`config.mk`:
```
export PLATFORM = sky130hd
export DESIGN_NAME = id_decode_skid_flat
export DESIGN_NICKNAME = d
export VERILOG_FILES = /design/src/rtl/id_decode_skid_if.sv /design/src/rtl/id_decode_skid.sv /design/src/flat_wrapper.sv
export SDC_FILE = /design/constraint.sdc
export NUM_CORES = 1
export LEC_CHECK = 0
export BUFFER_PORTS_ARGS = -buffer_cell sky130_fd_sc_hd__buf_4
export CORE_AREA = 2 2 122 124
export CTS_CLUSTER_SIZE = 14
export DETAILED_ROUTE_END_ITERATION = 8
export DIE_AREA = 0 0 124 126
export PLACE_DENSITY = 0.84
export SKIP_CTS_REPAIR_TIMING = 1
export SYNTH_ARGS = -nofsm -noshare
export SYNTH_HDL_FRONTEND = slang
export SYNTH_SLANG_ARGS = --single-unit
export TNS_END_PERCENT = 50
```
`constraint.sdc`:
```
create_clock -name clk -period 5.2 [get_ports clk]
set_clock_uncertainty 0.15 [all_clocks]
set_input_delay 0.52 -clock clk [delete_from_list [all_inputs] [get_ports clk]]
set_output_delay 0.52 -clock clk [all_outputs]
set_load 0.03 [all_outputs]
```
`src/rtl/id_decode_skid_if.sv`:
```
// Handshake/bus bundle for the instruction-decode skid stage.
// slave = the decode stage itself, master = the surrounding pipeline.
interface id_decode_skid_if #(
    parameter int NB_DATA = 32,
    parameter int NB_PC   = 32,
    parameter int NB_REG  = 5
);
    logic               in_valid;
    logic               in_ready;
    logic [NB_DATA-1:0] in_instr;
    logic [NB_PC-1:0]   in_pc;
    logic [1:0]         reg_dst_sel;
    logic               ext_sign;

    logic               out_valid;
    logic               out_ready;
    logic [5:0]         out_op;
    logic [5:0]         out_funct;
    logic [NB_REG-1:0]  out_rs;
    logic [NB_REG-1:0]  out_rt;
    logic [4:0]         out_shamt;
    logic [NB_REG-1:0]  out_dest;
    logic [NB_DATA-1:0] out_imm;
    logic [NB_PC-1:0]   out_jump;
    logic [NB_PC-1:0]   out_pc4;

    modport slave (
        input  in_valid, in_instr, in_pc, reg_dst_sel, ext_sign, out_ready,
        output in_ready, out_valid, out_op, out_funct, out_rs, out_rt,
               out_shamt, out_dest, out_imm, out_jump, out_pc4
    );

    modport master (
        output in_valid, in_instr, in_pc, reg_dst_sel, ext_sign, out_ready,
        input  in_ready, out_valid, out_op, out_funct, out_rs, out_rt,
               out_shamt, out_dest, out_imm, out_jump, out_pc4
    );
endinterface

```
`src/rtl/id_decode_skid.sv`:
```
// MIPS instruction-decode stage with a 2-entry skid buffer and branch flush.
// Optional macro DECODE_STATS_EN adds saturating decode/stall/flush counters.
module id_decode_skid #(
    parameter int NB_DATA  = 32,
    parameter int NB_PC    = 32,
    parameter int NB_REG   = 5,
    parameter int LINK_REG = 31
) (
    input  logic clk,
    input  logic reset,
    input  logic flush,
    id_decode_skid_if.slave bus
`ifdef DECODE_STATS_EN
    ,
    output logic [31:0] stat_decoded,
    output logic [31:0] stat_stall,
    output logic [31:0] stat_flushed
`endif
);

    typedef struct packed {
        logic [5:0]         op;
        logic [5:0]         funct;
        logic [NB_REG-1:0]  rs;
        logic [NB_REG-1:0]  rt;
        logic [4:0]         shamt;
        logic [NB_REG-1:0]  dest;
        logic [NB_DATA-1:0] imm;
        logic [NB_PC-1:0]   jump;
        logic [NB_PC-1:0]   pc4;
    } rec_t;

    typedef enum logic [1:0] {
        ST_EMPTY = 2'd0,
        ST_ONE   = 2'd1,
        ST_TWO   = 2'd2
    } state_t;

    state_t             r_state;
    rec_t               r_head;
    rec_t               r_skid;
    logic               r_in_ready;
    logic               r_out_valid;

    rec_t               w_dec;
    logic [NB_PC-1:0]   w_pc4;
    logic [NB_DATA-1:0] w_imm;
    logic [NB_REG-1:0]  w_dest;
    logic               w_accept;
    logic               w_emit;

    assign w_accept = bus.in_valid & r_in_ready;
    assign w_emit   = r_out_valid & bus.out_ready;

    assign w_pc4 = bus.in_pc + NB_PC'(4);

    // Upper immediate bits are either copies of bit 15 or zero.
    assign w_imm[15:0] = bus.in_instr[15:0];
    generate
        for (genvar gi = 16; gi < NB_DATA; gi++) begin : g_imm_ext
            assign w_imm[gi] = bus.ext_sign & bus.in_instr[15];
        end
    endgenerate

    always_comb begin
        w_dest = '0;
        case (bus.reg_dst_sel)
            2'b00:   w_dest = bus.in_instr[20:16];
            2'b01:   w_dest = bus.in_instr[15:11];
            2'b10:   w_dest = NB_REG'(LINK_REG);
            default: w_dest = '0;
        endcase
    end

    always_comb begin
        w_dec       = '0;
        w_dec.op    = bus.in_instr[31:26];
        w_dec.funct = bus.in_instr[5:0];
        w_dec.rs    = bus.in_instr[25:21];
        w_dec.rt    = bus.in_instr[20:16];
        w_dec.shamt = bus.in_instr[10:6];
        w_dec.dest  = w_dest;
        w_dec.imm   = w_imm;
        w_dec.jump  = {w_pc4[NB_PC-1:28], bus.in_instr[25:0], 2'b00};
        w_dec.pc4   = w_pc4;
    end

    // Flush drops occupancy only; head/skid data may stay stale.
    always_ff @(posedge clk) begin
        if (reset) begin
            r_state     <= ST_EMPTY;
            r_in_ready  <= 1'b1;
            r_out_valid <= 1'b0;
            r_head      <= '0;
            r_skid      <= '0;
        end else if (flush) begin
            r_state     <= ST_EMPTY;
            r_in_ready  <= 1'b1;
            r_out_valid <= 1'b0;
        end else begin
            case (r_state)
                ST_EMPTY: begin
                    if (w_accept) begin
                        r_head      <= w_dec;
                        r_state     <= ST_ONE;
                        r_out_valid <= 1'b1;
                    end
                end
                ST_ONE: begin
                    if (w_accept && w_emit) begin
                        r_head <= w_dec;
                    end else if (w_accept) begin
                        r_skid     <= w_dec;
                        r_state    <= ST_TWO;
                        r_in_ready <= 1'b0;
                    end else if (w_emit) begin
                        r_state     <= ST_EMPTY;
                        r_out_valid <= 1'b0;
                    end
                end
                ST_TWO: begin
                    if (w_emit) begin
                        r_head     <= r_skid;
                        r_state    <= ST_ONE;
                        r_in_ready <= 1'b1;
                    end
                end
                default: begin
                    r_state     <= ST_EMPTY;
                    r_in_ready  <= 1'b1;
                    r_out_valid <= 1'b0;
                end
            endcase
        end
    end

    assign bus.in_ready  = r_in_ready;
    assign bus.out_valid = r_out_valid;
    assign bus.out_op    = r_head.op;
    assign bus.out_funct = r_head.funct;
    assign bus.out_rs    = r_head.rs;
    assign bus.out_rt    = r_head.rt;
    assign bus.out_shamt = r_head.shamt;
    assign bus.out_dest  = r_head.dest;
    assign bus.out_imm   = r_head.imm;
    assign bus.out_jump  = r_head.jump;
    assign bus.out_pc4   = r_head.pc4;

`ifdef DECODE_STATS_EN
    logic [31:0] r_stat_decoded;
    logic [31:0] r_stat_stall;
    logic [31:0] r_stat_flushed;
    logic [1:0]  w_occupancy;
    logic [32:0] w_flushed_sum;

    assign w_occupancy   = (r_state == ST_TWO) ? 2'd2 :
                           (r_state == ST_ONE) ? 2'd1 : 2'd0;
    assign w_flushed_sum = {1'b0, r_stat_flushed} + {31'd0, w_occupancy};

    // A beat offered during a flush is discarded, so it is not counted as decoded.
    always_ff @(posedge clk) begin
        if (reset) begin
            r_stat_decoded <= '0;
            r_stat_stall   <= '0;
            r_stat_flushed <= '0;
        end else begin
            if (w_accept && !flush && (r_stat_decoded != 32'hFFFF_FFFF))
                r_stat_decoded <= r_stat_decoded + 32'd1;
            if (r_out_valid && !bus.out_ready && (r_stat_stall != 32'hFFFF_FFFF))
                r_stat_stall <= r_stat_stall + 32'd1;
            if (flush)
                r_stat_flushed <= w_flushed_sum[32] ? 32'hFFFF_FFFF : w_flushed_sum[31:0];
        end
    end

    assign stat_decoded = r_stat_decoded;
    assign stat_stall   = r_stat_stall;
    assign stat_flushed = r_stat_flushed;
`endif

endmodule

```
`src/flat_wrapper.sv`:
```
// flat-port wrapper written by rule: the top's interface ports become plain ports
module id_decode_skid_flat 
#(
    parameter int NB_DATA  = 32,
    parameter int NB_PC    = 32,
    parameter int NB_REG   = 5,
    parameter int LINK_REG = 31
)
  (clk, reset, flush, bus_in_valid, bus_in_instr, bus_in_pc, bus_reg_dst_sel, bus_ext_sign, bus_out_ready, bus_in_ready, bus_out_valid, bus_out_op, bus_out_funct, bus_out_rs, bus_out_rt, bus_out_shamt, bus_out_dest, bus_out_imm, bus_out_jump, bus_out_pc4);
  id_decode_skid_if #(.NB_DATA(NB_DATA), .NB_PC(NB_PC), .NB_REG(NB_REG)) bus_i ();
  input  logic clk;
  input  logic reset;
  input  logic flush;
  input wire logic [$bits(bus_i.in_valid)-1:0] bus_in_valid;
  input wire logic [$bits(bus_i.in_instr)-1:0] bus_in_instr;
  input wire logic [$bits(bus_i.in_pc)-1:0] bus_in_pc;
  input wire logic [$bits(bus_i.reg_dst_sel)-1:0] bus_reg_dst_sel;
  input wire logic [$bits(bus_i.ext_sign)-1:0] bus_ext_sign;
  input wire logic [$bits(bus_i.out_ready)-1:0] bus_out_ready;
  output wire logic [$bits(bus_i.in_ready)-1:0] bus_in_ready;
  output wire logic [$bits(bus_i.out_valid)-1:0] bus_out_valid;
  output wire logic [$bits(bus_i.out_op)-1:0] bus_out_op;
  output wire logic [$bits(bus_i.out_funct)-1:0] bus_out_funct;
  output wire logic [$bits(bus_i.out_rs)-1:0] bus_out_rs;
  output wire logic [$bits(bus_i.out_rt)-1:0] bus_out_rt;
  output wire logic [$bits(bus_i.out_shamt)-1:0] bus_out_shamt;
  output wire logic [$bits(bus_i.out_dest)-1:0] bus_out_dest;
  output wire logic [$bits(bus_i.out_imm)-1:0] bus_out_imm;
  output wire logic [$bits(bus_i.out_jump)-1:0] bus_out_jump;
  output wire logic [$bits(bus_i.out_pc4)-1:0] bus_out_pc4;
  assign bus_i.in_valid = bus_in_valid;
  assign bus_i.in_instr = bus_in_instr;
  assign bus_i.in_pc = bus_in_pc;
  assign bus_i.reg_dst_sel = bus_reg_dst_sel;
  assign bus_i.ext_sign = bus_ext_sign;
  assign bus_i.out_ready = bus_out_ready;
  assign bus_in_ready = bus_i.in_ready;
  assign bus_out_valid = bus_i.out_valid;
  assign bus_out_op = bus_i.out_op;
  assign bus_out_funct = bus_i.out_funct;
  assign bus_out_rs = bus_i.out_rs;
  assign bus_out_rt = bus_i.out_rt;
  assign bus_out_shamt = bus_i.out_shamt;
  assign bus_out_dest = bus_i.out_dest;
  assign bus_out_imm = bus_i.out_imm;
  assign bus_out_jump = bus_i.out_jump;
  assign bus_out_pc4 = bus_i.out_pc4;
  id_decode_skid #(.NB_DATA(NB_DATA), .NB_PC(NB_PC), .NB_REG(NB_REG), .LINK_REG(LINK_REG)) u_core (.clk(clk), .reset(reset), .flush(flush), .bus(bus_i));
endmodule
```
Yosys cells after proc, flatten, opt, wreduce, memory -nomap -nowiden. Cells that the tools add are included.

Word-level logic and storage cells: 71. Bits of input ports: 72. Output and inout port bits: 130. Bits in registers: 243.

Add/sub/neg operators: 1. Mux-type cells: 20. Eq/ne operators: 12. Reduce and logical (&&, ||, !) cells: 10. Bitwise operators: 7.

Operators with widths (count): $mux W128 (3); $pmux W128 S3 (1); $add A32 B3 Y32 const B (1); $pmux W5 S3 (1); $reduce_and A4 Y1 (3); $mux W2 (5); $ne A2 B1 Y1 const B (5); $reduce_and A5 Y1 (2); $mux W1 (7); $pmux W1 S3 (2); $pmux W2 S3 (1); $eq A2 B1 Y1 const B (2); $eq A2 B2 Y1 const B (2); $logic_not A2 Y1 (2); $ne A2 B2 Y1 const B (2); $not A1 Y1 (4); $and A1 B1 Y1 (3); $ne A3 B1 Y1 const B (1); $reduce_bool A3 Y1 (1); $reduce_or A2 Y1 (1); $logic_and A1 B1 Y1 (1).

Logic depth before layout (Yosys ltp). Gate-level depths: netlist (run 1).

Word-level depth: 5. Depth in mapped cells: 7. Gate-level depth less buffers: 6.

Worst setup path after synthesis (run 1). No wires, ideal clock.

Path type: input port to flip-flop. Start point: input bus_in_pc[2]. End point: register u_core.r_head (netlist bit u_core.bus.out_pc4[30]). Buffers on the path: 0. Arrival: 1836 ps. Data required time: 4964 ps. Stages on the path: 6. Library setup time: 86 ps. Path slack: 3128 ps. Path through: ha_1 nand4_1 nor4_4 nand2_1 mux2i_1 a211oi_1.

Word-level cells in the longest chain between the ends: 3. Elaborated cells on any way between the ends: 4. Those cells by class: add/sub: 1; mux: 3.

Ends and longest elaborated chain: start, declared (RTL line flat_wrapper.sv:16) `input wire logic [$bits(bus_i.in_pc)-1:0] bus_in_pc;`; $add A32 B3 Y32 * (RTL line id_decode_skid.sv:55) `assign w_pc4 = bus.in_pc + NB_PC'(4);`; $mux W128, on equally long branches (RTL line id_decode_skid.sv:110, id_decode_skid.sv:103); $pmux W128 S3 * (RTL line id_decode_skid.sv:101) `case (r_state)`; end signal, assigned (RTL line id_decode_skid.sv:104) `r_head <= w_dec;`; end signal, assigned (RTL line id_decode_skid.sv:111) `r_head <= w_dec;`; end signal, assigned (RTL line id_decode_skid.sv:123) `r_head <= r_skid;`; end, declared (RTL line id_decode_skid.sv:40) `rec_t r_head;`.

Every way passes the cells marked *; elsewhere a longest branch is shown, timed or not. The select of a mux whose other input is x is not followed. A chain may end at the register's enable or synchronous reset.

Worst setup path in the final report (run 1).
Start point: register u_core.r_state[0]. End point: register u_core.r_skid[66] (netlist bit).

Word-level cells in the longest chain between the ends: 2.

Ends and longest elaborated chain: start, declared (RTL line id_decode_skid.sv:39) `state_t r_state;`; start signal, assigned (RTL line id_decode_skid.sv:91) `r_state <= ST_EMPTY;`; start signal, assigned (RTL line id_decode_skid.sv:97) `r_state <= ST_EMPTY;`; start signal, assigned (RTL line id_decode_skid.sv:105) `r_state <= ST_ONE;`; $eq A2 B1 Y1 (RTL line id_decode_skid.sv:101); $reduce_and A4 Y1 (no line); end signal, assigned (RTL line id_decode_skid.sv:113) `r_skid <= w_dec;`; end, declared (RTL line id_decode_skid.sv:41) `rec_t r_skid;`.

Every way passes these cells.

==> results of run 1 <==
## registers in the layout, summed over array words and instances, names as in the netlist
signal / flops
u_core.r_skid: 70
u_core.bus.out_pc4: 31
u_core.bus.out_imm: 8
u_core.bus.out_op: 6
u_core.bus.out_dest: 5
u_core.bus.out_funct: 5
u_core.bus.out_rs: 4
u_core.bus.out_rt: 4
u_core.bus.out_shamt: 4
u_core.bus.out_jump: 3
u_core.r_state: 2
u_core.bus.in_ready: 1
u_core.bus.out_valid: 1
## worst max-delay path: cells and delay by family, from the launching register on
kind                   cells  cell delay, ps
AND/OR/NAND/NOR            2             950
buffers and inverters      1             520
flip-flops                 1             470
AO/OA/AOI/OAI              2             470
## where the power goes
| part | total (mW) | switching (mW) | internal, mW |
|---|---|---|---|
| Clock | 1.13 | 0.473 | 0.655 |
| Combinational | 0.475 | 0.297 | 0.177 |
| Sequential | 1.19 | 0.0368 | 1.15 |
## path summary, 6_finish.rpt
kind                          start                    to  slack [ps]  depth (start not counted)
setup / recovery  u_core.r_state[0]     u_core.r_skid[66]        2500                          5
setup reg to reg  u_core.r_state[0]     u_core.r_skid[66]        2500                          5
hold reg to reg   u_core.r_skid[64]     u_core.r_skid[64]         300                          2
hold / removal                reset  u_core.bus.out_valid         140                          2
## kinds of logic (layout without fill, tap and decap cells)
family / count (synthesis) / after routing / synth area share
buffers and inverters: 126 / 243 / 0.108
DFF: 144 / 144 / 0.428
and+or+nand+nor: 353 / 353 / 0.228
adders and majority gates: 1 / 1 / 0.00186
AOI/OAI and AO/OA: 201 / 201 / 0.194
xor gates and xnor gates: 25 / 25 / 0.0325
other: 1 / 2 / 0.000557
muxes: 5 / 5 / 0.00743
## synthesized netlist by cell type (2+ instances only)
| cell | number |
|---|---|
| o211ai_1 | 3 |
| buf_4 | 62 |
| clkbuf_1 | 40 |
| dfxtp_1 | 144 |
| xor2_1 | 14 |
| nand3_1 | 11 |
| nor4_1 | 2 |
| xnor2_1 | 11 |
| nand2b_1 | 3 |
| o21ai_0 | 27 |
| a21oi_1 | 80 |
| nor3_1 | 9 |
| a31oi_1 | 2 |
| nor2b_1 | 2 |
| a211o_1 | 3 |
| inv_1 | 7 |
| o22ai_1 | 10 |
| nand2_1 | 201 |
| o221ai_1 | 8 |
| mux2i_1 | 5 |
| o21a_1 | 2 |
| nand4_1 | 12 |
| a211oi_1 | 13 |
| o21ai_1 | 2 |
| nor2_1 | 87 |
| and3_1 | 13 |
| buf_2 | 16 |
| a311oi_1 | 41 |
## area by class of cell
cell class	instances	area, sq um
inverter	7	26.3
multi-input combinational	587	3150
fill	1289	5940
sequential	144	2880
clock buffer	18	429
tap	184	230
timing repair buffer	205	1540
clock inverter	13	115
## per-layer routing
layer	vias up	GRT usage	part of all wire
li1	3102	-	-
met1	2885	0.279	0.43
met2	233	0.363	0.49
met3	23	0.0553	0.065
met4	0	0.0648	0.012
met5	-	0	0
==> reports/metrics.cfg, run 1 <==
[cells_and_area]
design_area_sq_um=8380
final_common_cell=buf_4
area_delta_synth_final_pct=24.4
fin_cells=1158
nNetsFinal=1035
final_core_util=0.585
drive_above_1_share=0.257
mostFrequentLayoutCells=buf_4, nand2_1, dfxtp_1, nor2_1, a21oi_1
diodes=0

[timing]
hold_violations=0
layout_setup_ws_ps=2500
layout_worst_path_cycle_share=0.520
period_needed_ps=2700
worst_pin_slew_ps=1230
finalMaxSlewViolations=0
fin_setup_tns_ps=0
setup_viol=0
hold_ws_ps=138
max_freq_ghz=0.370
relSlewSlack=0.180
rsz0062_at_grt=false

[floorplanning]
row_count=44
start_util=0.471
core_sq_um=14300
die-area_sq_um=15600
fp.dieW_um=124
die_h_um=126
io_pins=202

[drt]
wl_per_cell_um=15.0
ant_nets=0
vias=6243
drtIter0Drc=434
drtPass1Iterations=4
wirelength_mm=17.4
drc=0
vias_per_cell=5.39

[placed_design]
hpwl_mm=11.1
pre_cts_ws_ps=2370
place_congestion=0.856
io_buffers=199
postPlaceCellArea_sq_um=7830
dp_cells=1127

[yosys]
netlist_instances=856
ys_seq_area_frac=0.428
ys.flop_type=dfxtp_1
yosysTopAreaCell=dfxtp_1
synth.distinct_cells=54
syn_area_sq_um=6740
synth_edf_count=0
syn-mean-instance-area_sq_um=7.87
synth_warnings=0
yosys-top-cells-area=dfxtp_1, nand2_1, buf_4, a21oi_1, a311oi_1
async_reset_ff_frac=0
synth_top_area_frac=0.428
ys_ff_latch=144

[global_routing]
grt_pass1_wl_mm=27.3
track_usage=0.219
grt_max_degree=115
grt_overflow=0
grt_pass1_vias=5585
antenna_found_initial=0

[critical_path]
required_ps=5380
crit_path_start_kind=flip-flop
critPathCaptureType=flip-flop
critPathArrivalTime_ps=2880
path_cells=a21bo_2 > nor2_4 > buf_4 > nand2_1 > a21oi_1
cp_slowest_cell=nor2_4
critical_path_class=reg -> reg
max_stage_delay_ps=840
critPathMaxFanout=55

[clock_tree]
cts_buffers=17
cts-root-buf=clkbuf_16
cts_tree=yes
clkSlewWorstSetupHoldPaths_ps=60
clkLatencyLatePin_ps=420
h-tree-depth=4
cts.sinks=144
clockBufferDepth=2

[status]
status=finished, final reports clean

[worst_hold_path]
hold_class=in -> reg

[power]
power_density_nw_per_um2=333
ir_drop_v=0.000204
p_leak_nw=3.45
total_power_mw=2.79

[job]
max-cap-violations=0

Note: power is estimated with default switching activity, not from simulation.
==> run 2, diff against run 1 <==
Settings changed: CORE_AREA 2 2 122 124 to 2 2 123 125, DIE_AREA 0 0 124 126 to 0 0 125 127, PLACE_DENSITY 0.84 to 0.86.
Clock period 5.2 ns to 2.4 ns, I/O delays scaled along.
==> run 2 against run 1 <==
Effect of this change:
- the flow now finishes with violations (negative hold slack)
- final area up 6.6%
- fmax up 18%
- via count up 7.0%
- critical path depth down 1
- global-route usage up 0.14 points
- final cell count up 4.1%
- first-iteration DRC count up 11%
- clock power up 130%
- utilization up 3.4 points
- combinational power up 130%
- setup slack worse by 2400 ps
- critical path type unchanged
- critical endpoint is now u_core.bus.out_pc4[16]
==> reports/metrics.cfg, run 2 (synthesis gave the netlist of run 1 again) <==
[floorplanning]
io_pins=202
fp.dieW_um=125
die_h_um=127
core_sq_um=14400
row_count=44
die-area_sq_um=15900
start_util=0.467

[drt]
vias_per_cell=5.54
wl_per_cell_um=15.8
dr_wl_met3_mm=1.38
drtIter0Drc=483
wl_met2_mm=9.61
wirelength_mm=19.1
drc=0
drtPass1Iterations=5
wl_met1_mm=7.71
vias=6678
ant_nets=0
highest_layer=met4

[clock_tree]
clockBufferDepth=2
cts.sinks=144
h-tree-depth=4
clkLatencyLatePin_ps=420
cts_buffers=17
cts-root-buf=clkbuf_16
cts_tree=yes
clkSlewWorstSetupHoldPaths_ps=60

[critical_path]
critical_path_class=reg -> reg
r2r_start=u_core.r_state[1]
required_ps=2590
reg2reg_to=u_core.bus.out_pc4[16]
max_stage_delay_ps=600
cp_slowest_cell=nor2_1
critPathCaptureType=flip-flop
r2r_cells=4
critPathMaxFanout=11
r2r_setup_slack_ps=120
path_cells=nand4bb_4 > nor2_1 > nand2_1 > o221ai_1
crit_path_start_kind=flip-flop
critPathArrivalTime_ps=2480

[placed_design]
io_buffers=199
pre_cts_ws_ps=169
postPlaceCellArea_sq_um=7970
hpwl_mm=11.9
place_congestion=0.910
dp_cells=1135

[global_routing]
grt_max_degree=117
track_usage=0.220
grt_overflow=0
grt_pass1_vias=5765
grt_pass1_wl_mm=28.6
antenna_found_initial=0

[timing]
period_needed_ps=2280
relSlewSlack=0.516
layout_worst_path_cycle_share=0.950
max_freq_ghz=0.438
hold_violations=1
finalMaxSlewViolations=0
hold_ws_ps=-0.766
layout_setup_ws_ps=119
worst_pin_slew_ps=723
fin_setup_tns_ps=0
setup_viol=0

[worst_hold_path]
hold_end=u_core.bus.out_pc4[2]
hp-start=bus_in_pc[2]
worst_hold_path.num_cells=4
hold_class=in -> reg

[power]
pwr-share-clk=0.412
swShare=0.301
internal_power_mw=4.39
total_power_mw=6.28
combPwrFrac=0.178
p_leak_nw=3.68
net-switching-power_mw=1.89
seq_power_share=0.411
power_density_nw_per_um2=703
ir_drop_v=0.000529

[job]
max-cap-violations=0

[cells_and_area]
diodes=0
drive_above_1_share=0.254
design_area_sq_um=8930
regMostFlops=u_core.r_skid
fin_cells=1206
final_common_cell=buf_4
area_delta_synth_final_pct=32.6
mostFrequentLayoutCells=buf_4, nand2_1, dfxtp_1, nor2_1, a21oi_1
final_core_util=0.619
nNetsFinal=1082
largest_reg_flops=70

[status]
status=finished, violations left
failed_checks=negative hold slack

-- run 2: changes by cell type in the layout (fill, tap and decap cells not counted) --
cell and change:
buf_4 +2, clkinvlp_4 +2, clkinv_4 -2, inv_6 +4, clkinv_2 -4, buf_12 +6
inv_8 +2, clkbuf_1 -1, dlygate4sd3_1 +39
-- run 2: worst max path at each step --
| stage | from | to | cells after the start |
|---|---|---|---|
| global placement | bus_in_pc[2] | u_core.bus.out_pc4[30] | 7 |
| CTS | u_core.r_state[1] | u_core.bus.out_pc4[16] | 4 |
| global route | u_core.r_state[1] | u_core.bus.out_pc4[16] | 4 |
| floorplan | u_core.bus.out_valid | u_core.bus.out_funct[1] | 6 |
| finish | u_core.r_state[1] | u_core.bus.out_pc4[16] | 4 |
| detailed placement | bus_in_pc[2] | u_core.bus.out_pc4[30] | 7 |
-- run 2: final cells by class --
cell class              instances  area, sq um
inverters                       7         26.3
repair buffers                252         2060
clock buffers                  17          425
fillers                      1209         5490
clock inverters                15          150
flip-flops and latches        144         2880
well taps                     184          230
multi-input cells             587         3150
-- run 2: power groups by stage --
stage                     clock [mW]  combinational (mW)  sequential (mW)
final                           2.59                1.11             2.58
after floorplan                    0               0.551             2.77
after detailed placement           0                1.05             2.63
after CTS                       2.62                1.05             2.57
after global placement             0                1.03             2.62
after global routing            2.74                1.18             2.59
-- run 2: per-layer routing --
layer / up-vias / GRT usage
met5: - / 0
li1: 3199 / -
met3: 40 / 0.0532
met4: 0 / 0.0797
met1: 3084 / 0.265
met2: 355 / 0.384
-- run 2: critical path, delay by kind of cell (launching register included) --
| family | cells | cell delay [ps] |
|---|---|---|
| AO/OA/AOI/OAI | 1 | 290 |
| flip-flops | 1 | 390 |
| AND/OR/NAND/NOR | 3 | 1370 |
